<file path="src/rtl/spi_xfer_ctrl.sv">
// SPI (CPHA=0) transfer sequencer: loads the TX shifter, steps it one bit per SCLK
// period, drives SCLK/CS_n/MOSI and deserialises MISO into rx_data_o.
module spi_xfer_ctrl #(
  parameter int DATAWIDTH = 8,
  parameter int CLKDIV_W  = 8
) (
  input  logic                 clk_i,
  input  logic                 rst_i,
  input  logic                 start_i,
  input  logic [DATAWIDTH-1:0] tx_data_i,
  input  logic                 lsb_first_i,
  input  logic                 cpol_i,
  input  logic [CLKDIV_W-1:0]  clk_div_i,
  output logic                 busy_o,
  output logic                 done_o,
  output logic [DATAWIDTH-1:0] rx_data_o,
  output logic                 sh_ld_o,
  output logic [DATAWIDTH-1:0] sh_data_o,
  output logic                 sh_en_o,
  output logic                 sh_rl_o,
  input  logic                 sdo_i,
  output logic                 sclk_o,
  output logic                 cs_n_o,
  output logic                 mosi_o,
  input  logic                 miso_i,
  output logic [2:0]           state_o
);

  typedef enum logic [2:0] {
    S_IDLE   = 3'd0,
    S_LOAD   = 3'd1,
    S_LAUNCH = 3'd2,
    S_WAIT_L = 3'd3,
    S_WAIT_H = 3'd4,
    S_HOLD   = 3'd5,
    S_DONE   = 3'd6
  } state_t;

  // One extra bit so clk_div_i = all-ones yields D = 2^CLKDIV_W without wrapping.
  localparam int DIV_W = CLKDIV_W + 1;
  localparam int CNT_W = $clog2(DATAWIDTH + 1);
  localparam logic [CNT_W-1:0] LAST_BIT = CNT_W'(DATAWIDTH - 1);

  state_t               state_q, state_d;
  logic [DIV_W-1:0]     d_q;
  logic [DIV_W-1:0]     div_cnt_q;
  logic [CNT_W-1:0]     bit_cnt_q;
  logic                 cpol_q;
  logic [DATAWIDTH-1:0] rx_q;
  logic                 phase_end;
  logic                 accept;
  logic                 in_wait;
  logic                 busy_d, sh_ld_d, sh_en_d, done_d;

  assign phase_end = (div_cnt_q == d_q);
  assign accept    = start_i && ((state_q == S_IDLE) || (state_q == S_DONE));
  assign in_wait   = (state_q == S_WAIT_L) || (state_q == S_WAIT_H) || (state_q == S_HOLD);
  assign state_o   = state_q;

  always_ff @(posedge clk_i) begin
    if (rst_i) state_q <= S_IDLE;
    else       state_q <= state_d;
  end

  always_comb begin
    state_d = state_q;
    busy_d  = 1'b0;
    sh_ld_d = 1'b0;
    sh_en_d = 1'b0;
    done_d  = 1'b0;
    case (state_q)
      S_IDLE:   if (start_i) state_d = S_LOAD;
      S_LOAD:   state_d = S_LAUNCH;
      S_LAUNCH: state_d = S_WAIT_L;
      S_WAIT_L: if (phase_end) state_d = S_WAIT_H;
      S_WAIT_H: if (phase_end) state_d = (bit_cnt_q == LAST_BIT) ? S_HOLD : S_LAUNCH;
      S_HOLD:   if (phase_end) state_d = S_DONE;
      S_DONE:   state_d = start_i ? S_LOAD : S_IDLE;
      default:  state_d = S_IDLE;
    endcase
    // Outputs are registered from the next state so they line up with it.
    busy_d  = (state_d != S_IDLE) && (state_d != S_DONE);
    sh_ld_d = (state_d == S_LOAD);
    sh_en_d = (state_d == S_LAUNCH);
    done_d  = (state_d == S_DONE);
  end

  always_ff @(posedge clk_i) begin
    if (rst_i) begin
      busy_o    <= 1'b0;
      done_o    <= 1'b0;
      rx_data_o <= '0;
      sh_ld_o   <= 1'b0;
      sh_data_o <= '0;
      sh_en_o   <= 1'b0;
      sh_rl_o   <= 1'b0;
      sclk_o    <= 1'b0;
      cs_n_o    <= 1'b1;
      mosi_o    <= 1'b0;
      d_q       <= '0;
      div_cnt_q <= '0;
      bit_cnt_q <= '0;
      cpol_q    <= 1'b0;
      rx_q      <= '0;
    end else begin
      busy_o  <= busy_d;
      cs_n_o  <= ~busy_d;
      sh_ld_o <= sh_ld_d;
      sh_en_o <= sh_en_d;
      done_o  <= done_d;

      if (accept) begin
        d_q       <= DIV_W'(clk_div_i) + DIV_W'(1);
        cpol_q    <= cpol_i;
        sh_data_o <= tx_data_i;
        sh_rl_o   <= lsb_first_i;
      end

      if (state_d != state_q) div_cnt_q <= DIV_W'(1);
      else if (in_wait)       div_cnt_q <= div_cnt_q + DIV_W'(1);

      if (state_q == S_LOAD)
        bit_cnt_q <= '0;
      else if ((state_q == S_WAIT_H) && phase_end)
        bit_cnt_q <= bit_cnt_q + CNT_W'(1);

      if (state_q == S_LAUNCH) mosi_o <= sdo_i;

      // Leading edge and MISO sample share the last WAIT_L edge (CPHA=0).
      if ((state_q == S_WAIT_L) && phase_end) begin
        sclk_o <= ~cpol_q;
        if (sh_rl_o) rx_q <= {miso_i, rx_q[DATAWIDTH-1:1]};
        else         rx_q <= {rx_q[DATAWIDTH-2:0], miso_i};
      end else if ((state_q == S_WAIT_H) && phase_end) begin
        sclk_o <= cpol_q;
      end else if ((state_d == S_IDLE) || accept) begin
        sclk_o <= cpol_i;
      end

      if (state_d == S_DONE) rx_data_o <= rx_q;
    end
  end

endmodule

</file>
<file path="config.mk">
export PLATFORM = sky130hd
export DESIGN_NAME = spi_xfer_ctrl
export DESIGN_NICKNAME = d
export VERILOG_FILES = /design/src/rtl/spi_xfer_ctrl.sv
export SDC_FILE = /design/constraint.sdc
export NUM_CORES = 1
export LEC_CHECK = 0
export CORE_AREA = 2 2 95 79
export CTS_BUF_LIST = sky130_fd_sc_hd__clkbuf_2
export DETAILED_ROUTE_END_ITERATION = 10
export DIE_AREA = 0 0 97 81
export PLACE_DENSITY_LB_ADDON = 0.15
export RECOVER_POWER = 25
export SYNTH_ARGS = -nofsm -noshare
export SYNTH_HDL_FRONTEND = slang
export SYNTH_SLANG_ARGS = --single-unit
</file>
<file path="constraint.sdc">
create_clock -name clk_i -period 3 [get_ports clk_i]
set_input_delay 0.3 -clock clk_i [delete_from_list [all_inputs] [get_ports clk_i]]
set_output_delay 0.3 -clock clk_i [all_outputs]
set_load 0.01 [all_outputs]
</file>
==> impl_metrics.env <==
export IMPL_synthArstFlopShare_pct=0
export IMPL_synth_warnings=0
export IMPL_postLayoutCoreUtil_pct=47.5
export IMPL_fp_dieArea_um2=7860
export IMPL_synth_most_common_cell="dfxtp_1"
export IMPL_hp_class="in -> reg"
export IMPL_synthTopCellsByCount="dfxtp_1 (58), nor2_1 (43), nand2_1 (39)"
export IMPL_finalWeightedCongestion=0.842
export IMPL_cts_root_buf="clkbuf_2"
export IMPL_hold_start="tx_data_i[5]"
export IMPL_synth_area_leaders="dfxtp_1 (43%), mux2i_1 (7.5%), nor2_1 (6.0%)"
export IMPL_yosys_area_top_type="dfxtp_1"
export IMPL_power_total_mw=1.89
export IMPL_min_period_ps=2200
export IMPL_routedWlPerCell_um=13.2
export IMPL_finalClockSkew_ps=29.6
export IMPL_drive_gt1_share_pct=9.97
export IMPL_first_global_vias=2084
export IMPL_synth_top_cell_area_share_pct=43.3
export IMPL_clock_sinks=58
export IMPL_ys_flop_type="dfxtp_1"
export IMPL_cts_repair_resized=0
export IMPL_pre_cts_ws_ps=791
export IMPL_ant_nets=0
export IMPL_slew_headroom_pct=57.6
export IMPL_synth_seq_area_share_pct=43.3
export IMPL_startpoint_type="register"
export IMPL_fin_tns_setup_ps=0
export IMPL_postSynthAreaPerCell_um2=9.05
export IMPL_ir_worst_vdd_uv=315
export IMPL_setup_ws_ps=798
export IMPL_fmax_mhz=454
export IMPL_drt_pass1_iter_count=4
export IMPL_instances_no_fill=441
export IMPL_design_area_um2=3350
export IMPL_port_buffers=49
export IMPL_grt_pass1_wl_mm=9.78
export IMPL_cts_tree="done"
export IMPL_core_um2=7040
export IMPL_grt_use_total_pct=15.4
export IMPL_area_growth_syn_to_layout_pct=25.0
export IMPL_worst_slew_pin_slew_ps=630
export IMPL_routed_wl_mm=5.80
export IMPL_syn_nets=322
export IMPL_dp_cells=425
export IMPL_dieHeight_um=81
export IMPL_grt_overflow=0
export IMPL_vias=2188
export IMPL_startpoint="div_cnt_q[2]"
export IMPL_synth_cells=296
export IMPL_nets=372
export IMPL_endpoint_kind="register"
export IMPL_status="complete, no violations"
export IMPL_cts_htree_levels=3
export IMPL_insertedDiodeCount=0
export IMPL_syn_area_um2=2680
export IMPL_first_iter_violations=84
export IMPL_max_cap_violations=0
export IMPL_p_leak_nw=1.20
export IMPL_required_ps=3400
export IMPL_setup_viol=0
export IMPL_cts_setup_buffers=0
export IMPL_yosys_register_bits=58
export IMPL_r2r_start="div_cnt_q[2]"
export IMPL_final_fill_count=669
export IMPL_fin_hold_ws_ps=348
export IMPL_dpl_cell_area_um2=3240
export IMPL_yosys_cell_types_count=48
export IMPL_antenna_found_initial=0
export IMPL_cp_cell_sequence="xnor2_1 -> nand4_1 -> nor3_4 -> buf_4 -> and3_1 -> nor2_1 -> a211oi_1"
export IMPL_clkTransAtPathRegs_ps=170
export IMPL_ios=50
export IMPL_finalHoldViolCount=0
export IMPL_crit_path_top_delay_cell="and3_1"
export IMPL_finalCritPeriodShare_pct=73.4
export IMPL_synth_edf_count=0
export IMPL_max_stage_delay_ps=530
export IMPL_worstPathArrival_ps=2600
export IMPL_routed_via_density=4.96
export IMPL_start_util_pct=38.0
export IMPL_power_density_nw_per_um2=565
export IMPL_cts_path_max_buffers=2
export IMPL_cts_buffers=9
export IMPL_holdBufCountCts=0
export IMPL_grt_max_degree=27
export IMPL_chipWidth_um=97
export IMPL_dp_hpwl_mm=4.10
export IMPL_num_rows=28
export IMPL_crit_fanout=16
export IMPL_final_max_slew_viol_count=0
export IMPL_clk_insertion_delay_late_ps=470
export IMPL_r2r_cells=7
export IMPL_min_path_cells=3
export IMPL_critPathKind="reg -> reg"
export IMPL_drc=0
export IMPL_rsz0062_at_grt="no"
-- power by group --
part | switching [mW] | internal (mW) | total, mW
clock | 0.287 | 0.196 | 0.484
combinational | 0.264 | 0.230 | 0.494
sequential | 0.0761 | 0.837 | 0.913
-- worst paths after layout --
kind,end,slack (ps)
setup reg to reg,rx_q[5],800
hold / removal,sh_data_o[5],350
hold reg to reg,sh_data_o[3],460
setup / recovery,rx_q[5],800
-- registers in the layout, summed over array words and instances, names as in the netlist --
name       cells
d_q            9
bit_cnt_q      4
mosi_o         1
sh_en_o        1
sh_data_o      8
sh_rl_o        1
div_cnt_q      9
done_o         1
rx_data_o      8
cpol_q         1
sh_ld_o        1
cs_n_o         1
state_o        3
rx_q           8
sclk_o         1
busy_o         1
-- layout by cell type, fill, tap and decap left out, drive strengths merged, types with 6 or more instances in the layout --
cell and n:
clkbuf 11, nand3 9, buf 6, nand2 39
xor2 7, dfxtp 58, dlygate4sd3 17, mux2i 20
clkdlybuf4s50 32, nor2 43, xnor2 16, a21oi 21
a211oi 17
-- final cells by class --
cell class	count	area, um^2	area share, %
multi-input cells	218	1410	42.2
flip-flops and latches	58	1160	34.7
clock inverters	5	55.1	1.64
clock buffers	11	55.1	1.64
inverters	4	15.0	0.448
well taps	90	113	3.36
repair buffers	55	536	16.0
-- worst max-delay path: cells and delay by family, from the launching register on --
kind | cells | cell delay [ps]
buffers and inverters | 1 | 220
xor gates and xnor gates | 1 | 160
DFF | 1 | 450
AOI/OAI and AO/OA | 1 | 230
and+or+nand+nor | 4 | 1080
-- routing by layer --
metal | up-vias | wire length (um) | share of wire (%) | track usage, %
met5 | - | 0 | 0 | 0
met4 | 0 | 40 | 0.69 | 3.10
met3 | 5 | 341 | 5.9 | 7.40
met2 | 40 | 2490 | 43 | 23.4
met1 | 1007 | 2930 | 50 | 20.0
li1 | 1136 | - | - | -
-- logic make-up (layout without fill, tap and decap cells) --
logic type / after synthesis / count (layout) / share of synthesized area (%)
multiplexers: 20 / 20 / 7.47
AO/OA/AOI/OAI: 56 / 56 / 14.1
adder cells (fa/ha/maj): 3 / 3 / 1.40
buffers and inverters: 20 / 75 / 3.64
XOR/XNOR: 23 / 23 / 8.36
AND/OR/NAND/NOR: 116 / 116 / 21.7
flip-flops: 58 / 58 / 43.3
(Power assumes the default switching activity.)
